`config.mk`:
```
export PLATFORM = sky130hd
export DESIGN_NAME = motor_ramp_ctrl
export DESIGN_NICKNAME = d
export VERILOG_FILES = /design/src/rtl/motor_pkg.sv /design/src/rtl/ramp_prescaler.sv /design/src/rtl/motor_ramp_ctrl.sv
export SDC_FILE = /design/constraint.sdc
export NUM_CORES = 1
export LEC_CHECK = 0
export ABC_AREA = 1
export CAP_MARGIN = 20
export CORE_ASPECT_RATIO = 1.25
export CORE_UTILIZATION = 45
export DETAILED_ROUTE_END_ITERATION = 8
export DONT_BUFFER_PORTS = 1
export GPL_TIMING_DRIVEN = 1
export PLACE_DENSITY = 0.61
export SLEW_MARGIN = 10
export SYNTH_ARGS = -nofsm -noshare
export SYNTH_HDL_FRONTEND = slang
export SYNTH_SLANG_ARGS = --single-unit
```
`constraint.sdc`:
```
create_clock -name clk_i -period 6.58 [get_ports clk_i]
set_input_delay 0.658 -clock clk_i [delete_from_list [all_inputs] [get_ports clk_i]]
set_output_delay 0.658 -clock clk_i [all_outputs]
set_load 0.01 [all_outputs]
```
`src/rtl/motor_pkg.sv`:
```
// Shared types and constants for the wheel-motor ramp sequencer.
// Both wheel channels import this package.
package motor_pkg;

    typedef enum logic [2:0] {
        ST_IDLE,
        ST_RAMP,
        ST_HOLD,
        ST_REV_DOWN,
        ST_DEAD,
        ST_ESTOP
    } state_e;

    localparam logic DIR_FWD   = 1'b0;
    localparam logic DIR_REV   = 1'b1;
    localparam int   DEF_WIDTH = 10;

endpackage

```
`src/rtl/ramp_prescaler.sv`:
```
// Ramp step prescaler: counts 0..STEP_DIV-1 while enabled and pulses tick_o
// on the last count. The counter sits at zero whenever it is cleared.
module ramp_prescaler #(
    parameter int STEP_DIV = 1000
) (
    input  logic clk_i,
    input  logic rst_n_i,
    input  logic clr_i,
    input  logic en_i,
    output logic tick_o
);
    localparam int CW = (STEP_DIV > 1) ? $clog2(STEP_DIV) : 1;
    localparam logic [CW-1:0] LAST = CW'(STEP_DIV - 1);

    logic [CW-1:0] cnt_q, cnt_d;

    assign tick_o = en_i && (cnt_q == LAST);

    always_comb begin
        cnt_d = cnt_q;
        if (clr_i)
            cnt_d = '0;
        else if (en_i)
            cnt_d = (cnt_q == LAST) ? '0 : cnt_q + 1'b1;
    end

    always_ff @(posedge clk_i) begin
        if (!rst_n_i)
            cnt_q <= '0;
        else
            cnt_q <= cnt_d;
    end

endmodule

```
`src/rtl/motor_ramp_ctrl.sv`:
```
// Soft-start / reversal sequencer in front of one wheel PWM generator.
// Slew-limits duty toward the commanded target and flips direction only at zero duty.
module motor_ramp_ctrl
    import motor_pkg::*;
#(
    parameter int WIDTH       = DEF_WIDTH,
    parameter int STEP_DIV    = 1000,
    parameter int STEP        = 8,
    parameter int DEAD_CYCLES = 16
) (
    input  logic             clk_i,
    input  logic             rst_n_i,
    input  logic             cmd_valid_i,
    output logic             cmd_ready_o,
    input  logic [WIDTH-1:0] cmd_duty_i,
    input  logic             cmd_dir_i,
    input  logic             estop_i,
    output logic [WIDTH-1:0] duty_o,
    output logic             dir_o,
    output logic             busy_o,
    output logic             at_target_o
);
    localparam int DW = (DEAD_CYCLES > 1) ? $clog2(DEAD_CYCLES) : 1;
    localparam logic [DW-1:0] DEAD_LAST = DW'(DEAD_CYCLES - 1);
    localparam logic [WIDTH:0] STEP_X   = (WIDTH + 1)'(STEP);

    state_e           state_q, state_d;
    logic [WIDTH-1:0] duty_q, duty_d;
    logic             dir_q, dir_d;
    logic [WIDTH-1:0] target_q, target_d;
    logic [WIDTH-1:0] pend_duty_q, pend_duty_d;
    logic             pend_dir_q, pend_dir_d;
    logic [DW-1:0]    dead_q, dead_d;

    logic             ramping, accept, tick;
    logic             up;
    logic [WIDTH:0]   duty_x, tgt_x, diff_x, mag_x, nxt_x;

    assign ramping     = (state_q == ST_RAMP) || (state_q == ST_REV_DOWN);
    assign cmd_ready_o = !estop_i && ((state_q == ST_IDLE) || (state_q == ST_RAMP) ||
                                      (state_q == ST_HOLD));
    assign accept      = cmd_valid_i && cmd_ready_o;
    assign busy_o      = (state_q == ST_RAMP) || (state_q == ST_REV_DOWN) ||
                         (state_q == ST_DEAD) || (state_q == ST_ESTOP);
    assign at_target_o = (state_q == ST_IDLE) || (state_q == ST_HOLD);
    assign duty_o      = duty_q;
    assign dir_o       = dir_q;

    ramp_prescaler #(.STEP_DIV(STEP_DIV)) u_presc (
        .clk_i  (clk_i),
        .rst_n_i(rst_n_i),
        .clr_i  (accept || !ramping),
        .en_i   (ramping),
        .tick_o (tick)
    );

    // One extra bit keeps the step from wrapping past either rail.
    always_comb begin
        duty_x = {1'b0, duty_q};
        tgt_x  = {1'b0, target_q};
        up     = tgt_x > duty_x;
        diff_x = up ? (tgt_x - duty_x) : (duty_x - tgt_x);
        mag_x  = (diff_x < STEP_X) ? diff_x : STEP_X;
        nxt_x  = up ? (duty_x + mag_x) : (duty_x - mag_x);
    end

    always_comb begin
        state_d     = state_q;
        duty_d      = duty_q;
        dir_d       = dir_q;
        target_d    = target_q;
        pend_duty_d = pend_duty_q;
        pend_dir_d  = pend_dir_q;
        dead_d      = '0;

        if (estop_i) begin
            duty_d      = '0;
            target_d    = '0;
            pend_duty_d = '0;
            pend_dir_d  = DIR_FWD;
            state_d     = ST_ESTOP;
        end else begin
            case (state_q)
                ST_ESTOP: state_d = ST_IDLE;
                ST_DEAD: begin
                    if (dead_q == DEAD_LAST) begin
                        dir_d    = pend_dir_q;
                        target_d = pend_duty_q;
                        state_d  = (pend_duty_q != '0) ? ST_RAMP : ST_IDLE;
                    end else begin
                        dead_d = dead_q + 1'b1;
                    end
                end
                ST_RAMP, ST_REV_DOWN: begin
                    if (tick) begin
                        duty_d = nxt_x[WIDTH-1:0];
                        if (nxt_x == tgt_x) begin
                            if (state_q == ST_REV_DOWN)
                                state_d = ST_DEAD;
                            else
                                state_d = (target_q != '0) ? ST_HOLD : ST_IDLE;
                        end
                    end
                end
                default: ;
            endcase

            // Accept sees the post-step duty so a same-edge tick is never lost.
            if (accept) begin
                if (cmd_dir_i == dir_q) begin
                    target_d = cmd_duty_i;
                    if (cmd_duty_i != duty_d)
                        state_d = ST_RAMP;
                    else
                        state_d = (cmd_duty_i != '0) ? ST_HOLD : ST_IDLE;
                end else begin
                    pend_duty_d = cmd_duty_i;
                    pend_dir_d  = cmd_dir_i;
                    target_d    = '0;
                    state_d     = (duty_d != '0) ? ST_REV_DOWN : ST_DEAD;
                end
            end
        end
    end

    always_ff @(posedge clk_i) begin
        if (!rst_n_i) begin
            state_q     <= ST_IDLE;
            duty_q      <= '0;
            dir_q       <= DIR_FWD;
            target_q    <= '0;
            pend_duty_q <= '0;
            pend_dir_q  <= DIR_FWD;
            dead_q      <= '0;
        end else begin
            state_q     <= state_d;
            duty_q      <= duty_d;
            dir_q       <= dir_d;
            target_q    <= target_d;
            pend_duty_q <= pend_duty_d;
            pend_dir_q  <= pend_dir_d;
            dead_q      <= dead_d;
        end
    end

endmodule

```
==> impl_metrics.csv <==
group,metric,value,unit
global_route,grt_start_max_net_pins,24,
clock_network,path_clk_slew,0.06,ns
clock_network,postCtsResizedCells,0,
global_route,gr-usage-all-layers,0.2437,
sta,tightest_slew,0.5673,ns
routing,wl_per_cell,14.30,µm
power_and_ir_drop,total_power,1.047,mW
clock_network,clock_latency,0.29,ns
sta,setup_viol,0,
floorplanning,start_util,0.4635,
floorplanning,die_w,90.99,µm
critical_path,worstPathRequired,6.77,ns
critical_path,crit_path_frequent_cell,"nand2_1",
power_and_ir_drop,vdd_drop_max,0.0001470,V
yosys,seq_area_frac_synth,0.2202,
clock_network,clock_sinks,49,
sta,fin_crit_sh,0.8647,
global_route,grt_pass1_vias,4240,
routing,viasPerCell,5.145,
outcome,status,"complete, no violations",
sta,slew_headroom,0.6207,
floorplanning,ioPinCount,29,
cells_and_area,fillers,1060,
floorplanning,die_area,10300,µm²
global_route,antenna_found_initial,0,
hold_path,hold_path.class,"register to register",
cells_and_area,fin_nets,760,
sta,fin_skew,0.005078,ns
placement,place_inst,827,
routing,drt_iter0_markers,246,
routing,dr.pass1.iters,5,
global_route,globalRoute.totalOverflow,0,
sta,rsz0062_at_grt,"false",
routing,route.vias.total,4301,
yosys,synthDistinctLibCells,44,
placement,place.gp.congestion,0.9357,
yosys,yosysWarnings,0,
critical_path,worst_setup_path_start_kind,"register",
clock_network,ctsHoldBuffers,0,
yosys,synth_top_cells_by_area,"dfxtp_1, nand2_1, ha_1, inv_1, o21ai_0",
cells_and_area,drive_gt1_frac,0.06056,
cells_and_area,layout_commonest_cell,"nand2_1",
critical_path,crit_arrival,5.88,ns
critical_path,cp_slowest_cell,"dfxtp_1",
critical_path,critical_path_class,"register to register",
sta,tns,0,ns
power_and_ir_drop,p_leak,2.331,nW
routing,drt_wl_total,11950,µm
sta,period_needed,5.690,ns
clock_network,cts_made_buffers,5,
yosys,yosysTopAreaCellShare,0.2202,
yosys,synth_nets,766,
cells_and_area,multi_input_area,2959,µm²
clock_network,cts_tree,"built",
floorplanning,num_rows,40,
clock_network,cts_setup_buffers,0,
yosys,synth_cells,715,
clock_network,cts_max_path_buffers,2,
cells_and_area,final_cells,836,
yosys,synth-seq-cells,49,
critical_path,crit_path_end_kind,"register",
cells_and_area,mostFrequentLayoutCells,"nand2_1, inv_1, nor2_1",
placement,place.detailed.hpwl,9836,µm
cells_and_area,antennaDiodeCount,0,
floorplanning,die_y,113.2,µm
clock_network,htree_levels,2,
floorplanning,core,9609,µm²
placement,io_buffers,0,
routing,final_antenna_net_count,0,
cells_and_area,seqCellArea,980.9,µm²
yosys,avgSynthCellArea,6.230,µm²
sta,hold_slack,0.4493,ns
power_and_ir_drop,powerDensity,222.5,nW/µm²
cells_and_area,area.growth.synth_to_final,5.646,%
global_route,grt_pass1_wl,19950,µm
routing,drc_errors,0,
sta,fmax,175.8,MHz
clock_network,clock-root-buffer,"clkbuf_16",
critical_path,slowest_delay,0.49,ns
sta,finalHoldViolCount,0,
yosys,syn_area,4454,µm²
sta,final_max_slew_viol_count,0,
critical_path,critPathMaxFanout,15,
yosys,yosys.area.top_type,"dfxtp_1",
flow_run,maxCapViolations,0,
## worst paths after layout
path / from / endpoint / slack [ns] / cells after the start
setup reg to reg: duty_o[8] / state_q[0] / 0.89 / 33
hold / removal: dead_q[0] / dead_q[0] / 0.45 / 1
setup / recovery: duty_o[8] / state_q[0] / 0.89 / 33
hold reg to reg: dead_q[0] / dead_q[0] / 0.45 / 1
## metrics by stage
| step | worst slack [ns] | utilization | instance area [µm²] |
|---|---|---|---|
| 2_1_floorplan | 1.857 | - | 4454 |
| 3_3_place_gp | 1.011 | 0.4730 | 4546 |
| 3_5_place_dp | 0.9889 | 0.4730 | 4546 |
| 4_1_cts | 0.9506 | 0.4889 | 4698 |
| 5_1_grt | 0.3565 | 0.4897 | 4706 |
| 6_report | 0.8904 | 0.4897 | 4706 |
## report_power, final
group          internal (mW)  leakage (nW)  switching (mW)  total (mW)
registers              0.307         0.396          0.0124       0.319
logic                  0.152          1.86           0.313       0.465
clock network          0.151        0.0768           0.111       0.262
## layout make-up
| cell class | count | area share |
|---|---|---|
| clock buffer | 6 | 0.02951 |
| clock inverter | 2 | 0.002925 |
| inverter | 117 | 0.09359 |
| multi-input combinational | 534 | 0.6288 |
| sequential | 49 | 0.2085 |
| tap | 126 | 0.03350 |
| timing repair buffer | 2 | 0.003191 |
## cell families after synthesis
group	synth area share
DFF	0.2202
adders and majority gates	0.1062
xor gates and xnor gates	0.06489
buffers and inverters	0.1154
muxes	0.002247
and+or+nand+nor	0.3489
AOI/OAI and AO/OA	0.1421
## state kept, by name (all words and copies together), names as in the netlist
name           flops
dir_o              1
u_presc.cnt_q     10
pend_dir_q         1
target_q          10
pend_duty_q       10
state_q            3
dead_q             4
duty_o            10
## worst max-delay path: cells and delay by family, from the launching register on
kind	cells	cell delay [ns]
AND/OR/NAND/NOR	21	2.59
adder cells (fa/ha/maj)	3	0.99
AO/OA/AOI/OAI	4	0.85
flip-flops	1	0.49
XOR/XNOR	2	0.39
buffers and inverters	3	0.27
## cells in the mapped netlist
cell and n:
buf_6 1, buf_4 2, nand4_4 1, or2_1 1, a21oi_2 1, or2_2 1, dfxtp_1 49, o21ai_1 3
xnor2_1 4, nor4_1 8, inv_2 6, nand4_1 11, a21oi_1 49, nor2_2 2, a21boi_2 1, nand3_2 5
nor3_1 6, nand2_4 1, mux2i_1 1, a211oi_1 1, nand3_1 43, buf_1 1, o31ai_1 1, nor2_4 3
clkinv_2 1, o21ai_0 54, o21bai_1 2, inv_1 110, o21ai_2 1, fa_1 3, ha_1 33, buf_2 2
nand2_2 8, nor2_1 58, nand2_1 191, a31oi_1 3, clkbuf_1 9, xor2_1 29, nand3_4 2, a41oi_1 2
and2_1 1, nand3b_1 2, nor3b_1 1, o21a_1 1
## routing by layer
metal  GRT usage  vias to the layer above  wire (µm)
li1            -                     2272          -
met1      0.2598                     1932       4991
met2      0.4657                       68       6177
met3     0.02823                       29        311
met4      0.1291                        0        474
met5           0                        -          0
Note: power is estimated with default switching activity, not from simulation.
